$ cat src/rtl/timer_pkg.sv
// Shared definitions for the memory-mapped down-counting timer: register offsets,
// CTRL bit positions, MODE encodings and FSM state encoding.
`timescale 1ns/1ps
package timer_pkg;

    localparam logic [1:0] OFF_CTRL   = 2'd0;
    localparam logic [1:0] OFF_PRESET = 2'd1;
    localparam logic [1:0] OFF_COUNT  = 2'd2;
    localparam logic [1:0] OFF_STATUS = 2'd3;

    localparam int CTRL_EN       = 0;
    localparam int CTRL_MODE_LSB = 1;
    localparam int CTRL_MODE_MSB = 2;
    localparam int CTRL_IM       = 3;

    localparam logic [1:0] MODE_ONESHOT = 2'd0;
    localparam logic [1:0] MODE_RELOAD  = 2'd1;

    typedef enum logic [1:0] {
        ST_IDLE = 2'd0,
        ST_LOAD = 2'd1,
        ST_CNT  = 2'd2,
        ST_INT  = 2'd3
    } state_t;

endpackage

$ cat src/rtl/timer_dev_if.sv
// Device-side bridge bus for the timer: write enable, address, write data,
// combinational read data and the level interrupt request.
`timescale 1ns/1ps
interface timer_dev_if;
    logic [31:0] addr;
    logic        we;
    logic [31:0] wd;
    logic [31:0] rd;
    logic        irq;

    modport master (output addr, we, wd, input rd, irq);
    modport slave  (input addr, we, wd, output rd, irq);
endinterface

$ cat src/rtl/timer_dev.sv
// 32-bit down-counting timer with CTRL/PRESET/COUNT registers and a level irq.
// Optional TIMER_STATUS_EN macro turns offset 3 into a STATUS register.
`timescale 1ns/1ps
module timer_dev
    import timer_pkg::*;
#(
    parameter logic [31:0] PRESET_RESET = 32'h0000_0000,
    parameter logic [3:0]  CTRL_RESET   = 4'h0
) (
    input  logic        clk,
    input  logic        reset,
    timer_dev_if.slave  bus
);

    state_t      state_reg, state_next;
    logic [3:0]  ctrl_reg, ctrl_next;
    logic [31:0] preset_reg, preset_next;
    logic [31:0] count_reg, count_next;
    logic        irq_pending_reg, irq_pending_next;

    logic [1:0]  offset;
    logic        wr_ctrl, wr_preset, wr_status;
    logic        set_pending, hw_clear_pending;
    logic [1:0]  mode;
    logic [31:0] status_word;
    logic [31:0] rd_word;
    logic        unused_addr_bits;

    assign offset    = bus.addr[3:2];
    assign wr_ctrl   = bus.we && (offset == OFF_CTRL);
    assign wr_preset = bus.we && (offset == OFF_PRESET);
    assign mode      = ctrl_reg[CTRL_MODE_MSB:CTRL_MODE_LSB];
    assign unused_addr_bits = ^{bus.addr[31:4], bus.addr[1:0]};

`ifdef TIMER_STATUS_EN
    assign wr_status   = bus.we && (offset == OFF_STATUS) && bus.wd[0];
    assign status_word = {29'b0, state_reg, irq_pending_reg};
`else
    assign wr_status   = 1'b0;
    assign status_word = 32'h0;
`endif

    always_ff @(posedge clk) begin
        if (reset) begin
            state_reg       <= ST_IDLE;
            ctrl_reg        <= CTRL_RESET;
            preset_reg      <= PRESET_RESET;
            count_reg       <= 32'h0;
            irq_pending_reg <= 1'b0;
        end else begin
            state_reg       <= state_next;
            ctrl_reg        <= ctrl_next;
            preset_reg      <= preset_next;
            count_reg       <= count_next;
            irq_pending_reg <= irq_pending_next;
        end
    end

    // Transitions look only at the registered CTRL, so a CPU write acts one edge later.
    always_comb begin
        state_next       = state_reg;
        ctrl_next        = ctrl_reg;
        preset_next      = preset_reg;
        count_next       = count_reg;
        irq_pending_next = irq_pending_reg;
        set_pending      = 1'b0;
        hw_clear_pending = 1'b0;

        case (state_reg)
            ST_IDLE: begin
                if (ctrl_reg[CTRL_EN]) state_next = ST_LOAD;
            end
            ST_LOAD: begin
                if (ctrl_reg[CTRL_EN]) begin
                    count_next = preset_reg;
                    state_next = ST_CNT;
                end else begin
                    state_next = ST_IDLE;
                end
            end
            ST_CNT: begin
                if (!ctrl_reg[CTRL_EN]) begin
                    state_next = ST_IDLE;
                end else if (count_reg > 32'd1) begin
                    count_next = count_reg - 32'd1;
                end else begin
                    count_next  = 32'h0;
                    set_pending = 1'b1;
                    state_next  = ST_INT;
                end
            end
            ST_INT: begin
                if (mode == MODE_RELOAD) begin
                    hw_clear_pending = 1'b1;
                    state_next       = ST_LOAD;
                end else begin
                    ctrl_next[CTRL_EN] = 1'b0;
                    state_next         = ST_IDLE;
                end
            end
            default: state_next = ST_IDLE;
        endcase

        // CPU write overrides the hardware EN clear.
        if (wr_ctrl)   ctrl_next   = bus.wd[3:0];
        if (wr_preset) preset_next = bus.wd;

        // A same-cycle set of the pending flag wins over every clear source.
        if (wr_ctrl || wr_status || hw_clear_pending) irq_pending_next = 1'b0;
        if (set_pending)                              irq_pending_next = 1'b1;
    end

    always_comb begin
        rd_word = 32'h0;
        case (offset)
            OFF_CTRL:   rd_word = {28'b0, ctrl_reg};
            OFF_PRESET: rd_word = preset_reg;
            OFF_COUNT:  rd_word = count_reg;
            OFF_STATUS: rd_word = status_word;
            default:    rd_word = 32'h0;
        endcase
    end

    assign bus.rd  = rd_word;
    assign bus.irq = irq_pending_reg & ctrl_reg[CTRL_IM];

endmodule

$ cat src/flat_wrapper.sv
// flat-port wrapper written by rule: the top's interface ports become plain ports
module timer_dev_flat import timer_pkg::*;
#(
    parameter logic [31:0] PRESET_RESET = 32'h0000_0000,
    parameter logic [3:0]  CTRL_RESET   = 4'h0
)
  (clk, reset, bus_addr, bus_we, bus_wd, bus_rd, bus_irq);
  timer_dev_if bus_i ();
  input  logic clk;
  input  logic reset;
  input wire logic [$bits(bus_i.addr)-1:0] bus_addr;
  input wire logic [$bits(bus_i.we)-1:0] bus_we;
  input wire logic [$bits(bus_i.wd)-1:0] bus_wd;
  output wire logic [$bits(bus_i.rd)-1:0] bus_rd;
  output wire logic [$bits(bus_i.irq)-1:0] bus_irq;
  assign bus_i.addr = bus_addr;
  assign bus_i.we = bus_we;
  assign bus_i.wd = bus_wd;
  assign bus_rd = bus_i.rd;
  assign bus_irq = bus_i.irq;
  timer_dev #(.PRESET_RESET(PRESET_RESET), .CTRL_RESET(CTRL_RESET)) u_core (.clk(clk), .reset(reset), .bus(bus_i));
endmodule
$ cat config.mk
export PLATFORM = sky130hd
export DESIGN_NAME = timer_dev_flat
export DESIGN_NICKNAME = d
export VERILOG_FILES = /design/src/rtl/timer_pkg.sv /design/src/rtl/timer_dev_if.sv /design/src/rtl/timer_dev.sv /design/src/flat_wrapper.sv
export SDC_FILE = /design/constraint.sdc
export NUM_CORES = 1
export LEC_CHECK = 0
export BUFFER_PORTS_ARGS = -buffer_cell sky130_fd_sc_hd__buf_2
export CAP_MARGIN = 20
export CORE_ASPECT_RATIO = 1.5
export CORE_MARGIN = 4
export CORE_UTILIZATION = 49
export DETAILED_ROUTE_END_ITERATION = 12
export PLACE_DENSITY = 0.86
export SYNTH_ARGS = -nofsm -noshare
export SYNTH_HDL_FRONTEND = slang
export SYNTH_SLANG_ARGS = --single-unit
$ cat constraint.sdc
create_clock -name clk -period 2.1 [get_ports clk]
set_input_delay 0.105 -clock clk [delete_from_list [all_inputs] [get_ports clk]]
set_output_delay 0.105 -clock clk [all_outputs]
set_load 0.02 [all_outputs]
==> impl_metrics.tcl <==
set metrics [dict create \
    synth_seq_cells 71 \
    finalSetupViolations 0 \
    path_class "reg -> reg" \
    r2r_start "u_core.count_reg[5]" \
    gr-total-overflow 0 \
    clk_path_buf_depth 2 \
    finalCriticalPeriod_ns 2.06 \
    ant_nets 0 \
    track_usage 0.257 \
    synth_top_area_frac 0.341 \
    die_area_um2 10100 \
    dr.first_iter.drc_count 436 \
    p_clk_frac 0.374 \
    drive_gt1_frac 0.261 \
    syn2layout_area_growth_pct 25.3 \
    min_path_type "in -> reg" \
    grt_pass1_vias 4477 \
    numPortBuffers 69 \
    h-tree-depth 3 \
    cts-root-buf "clkbuf_16" \
    cp_data_required_time_ns 2.31 \
    ir_drop_v 0.000420 \
    gp_congestion 0.945 \
    cp-end-kind "register" \
    antenna_cells 0 \
    post_drt_via_cell_ratio 6.20 \
    power_w 0.00405 \
    whs_path_depth 3 \
    tightest_slew_ns 0.430 \
    grt_pass1_wl_um 21200 \
    switching_share 0.310 \
    die_w_um 83.3 \
    max_freq_mhz 485 \
    r2r_end "u_core.count_reg[1]" \
    worst_clock_skew_ns 0.00544 \
    power_density_nw_per_um2 774 \
    p_leak_nw 2.16 \
    clock-sinks 71 \
    rrSetupSlack_ns 0.04 \
    via_count 4585 \
    wl_um 13000 \
    startpoint_type "register" \
    period_share 0.981 \
    core_um2 8360 \
    reg2regPathDepth 6 \
    syn_avg_cell_area_um2 7.67 \
    synthFlopType "dfxtp_1" \
    clkTransAtPathRegs_ns 0.06 \
    arrival_ns 2.27 \
    maxSlewViolCount 0 \
    ys_types 56 \
    min_from "bus_wd[15]" \
    postSynthCellCount 544 \
    first_pass_iters 5 \
    start_util 0.499 \
    yosysTopAreaCell "dfxtp_1" \
    ys_seq_area_frac 0.341 \
    worstPathMaxFanout 21 \
    tns_ns 0 \
    cts_tree "done" \
    grt_max_degree 67 \
    synth.area.top_cells "dfxtp_1 (34%), nand2_1 (9.3%), a21oi_1 (7.3%), a22o_1 (5.9%), clkbuf_1 (3.0%)" \
    p_int_w 0.00279 \
    fin_nets 702 \
    async_flop_share 0 \
    ioPinCount 100 \
    postLayoutCellArea_um2 5230 \
    syn-cell-area_um2 4170 \
    utilization 0.625 \
    grt_antenna_before_repair 0 \
    num-fill-cells 728 \
    wl_per_cell_um 17.6 \
    ys_warn_count 0 \
    place_area_um2 4850 \
    row_count 41 \
    die_h_um 121 \
    slew_headroom 0.711 \
    drv_cap 0 \
    synth_edf_count 0 \
    syn-num-nets 618 \
    comb_power_share 0.274 \
    hold_viol 0 \
    tritoncts.num_buffers 9 \
    post-dp-hpwl_um 9080 \
    outcome "finished clean" \
    min_to "u_core.preset_reg[15]" \
    clk_latency_ns 0.33 \
    drc_errors 0 \
    p_sw_w 0.00126 \
    power.share.sequential 0.352 \
]
==> cell families (layout without fill, tap and decap cells) <==
family | after synthesis | in the layout | share of synthesized area
fa+ha+maj | 7 | 7 | 0.0210
simple gates | 221 | 221 | 0.271
compound gates | 175 | 175 | 0.289
flops | 71 | 71 | 0.341
buf+inv | 64 | 153 | 0.0630
mux | 6 | 6 | 0.0144
==> worst max path at each step <==
| stage | slack [ns] | from | cells past startpoint | end |
|---|---|---|---|---|
| after floorplan | 0.08 | u_core.count_reg[0] | 8 | u_core.count_reg[22] |
| after global placement | 0.16 | u_core.count_reg[5] | 6 | u_core.count_reg[1] |
| after detailed placement | -0.002 | u_core.count_reg[0] | 8 | u_core.count_reg[28] |
| after CTS | 0.05 | u_core.count_reg[0] | 9 | u_core.count_reg[24] |
| after global routing | -0.07 | u_core.count_reg[0] | 8 | u_core.count_reg[15] |
| final | 0.04 | u_core.count_reg[5] | 6 | u_core.count_reg[1] |
==> cells in the final DEF (no fill, tap or decap), drive strengths merged, types with 3 or more instances in the layout <==
cell      n
buf     117
nand2   103
dfxtp    71
a21oi    61
a22o     28
nand3    20
inv      19
nor2     18
o21ai    16
nor4     16
nor3     13
a31oi    12
o32ai    11
clkbuf   10
and3      9
or3       8
a22oi     7
nand4     7
ha        7
mux2i     6
a32oi     6
a221oi    6
or4       6
nor2b     6
a211oi    5
and2      4
or2       4
nand3b    4
o21a      3
o311ai    3
clkinv    3
==> cell usage after synthesis, types with 7 or more instances <==
cell type	instances
a21oi_1	61
a22o_1	28
a22oi_1	7
a31oi_1	11
and3_1	9
clkbuf_1	33
dfxtp_1	71
ha_1	7
inv_1	18
nand2_1	103
nand3_1	18
nand4_1	7
nor2_1	18
nor3_1	11
nor4_1	10
o21ai_0	16
o32ai_1	11
or3_1	7
==> timing repair <==
item	4_1_cts	5_1_grt
endpoints found under the setup margin	1	22
pin swaps	0	3
resized for setup	1	11
hold buffers	1	0
setup buffers	0	1
endpoints found under the hold margin	1	0
==> per-stage QoR <==
stage	cells	setup WS (ns)	hold slack, ns
2_1_floorplan	544	0.0811	0.241
3_3_place_gp	722	0.165	0.345
3_5_place_dp	722	-0.00226	0.351
4_1_cts	739	0.0527	0.00153
5_1_grt	740	-0.0656	0.00881
6_report	740	0.0399	0.00668
==> power groups by stage <==
stage | Clock (W) | Combinational, W | Sequential, W
after floorplan | 0 | 0.000609 | 0.00145
after global placement | 0 | 0.000989 | 0.00145
after detailed placement | 0 | 0.00102 | 0.00145
after CTS | 0.00153 | 0.00103 | 0.00142
after global routing | 0.00159 | 0.00120 | 0.00143
final | 0.00151 | 0.00111 | 0.00143
==> layer usage <==
layer / vias to the layer above / global-route usage / part of all wire
li1: 2194 / - / -
met1: 2120 / 0.291 / 0.40
met2: 223 / 0.448 / 0.50
met3: 48 / 0.0476 / 0.061
met4: 0 / 0.153 / 0.042
met5: - / 0 / 0
==> area by class of cell <==
| class | count | area (µm²) | area share |
|---|---|---|---|
| Timing Repair Buffer | 118 | 753 | 0.144 |
| Clock buffer | 10 | 239 | 0.0457 |
| Inverter | 19 | 71.3 | 0.0136 |
| Multi-Input combinational cell | 409 | 2550 | 0.488 |
| Tap cell | 107 | 134 | 0.0256 |
| Clock inverter | 6 | 60.1 | 0.0115 |
| Sequential cell | 71 | 1420 | 0.272 |
==> critical path, stage by stage, from the launching register on <==
cell      delay, ns
dfxtp_1        0.36
or3_4          0.42
nor4_4         0.38
a31oi_2        0.19
buf_12         0.20
a221oi_1       0.30
a211oi_1       0.09
(Power assumes the default switching activity.)
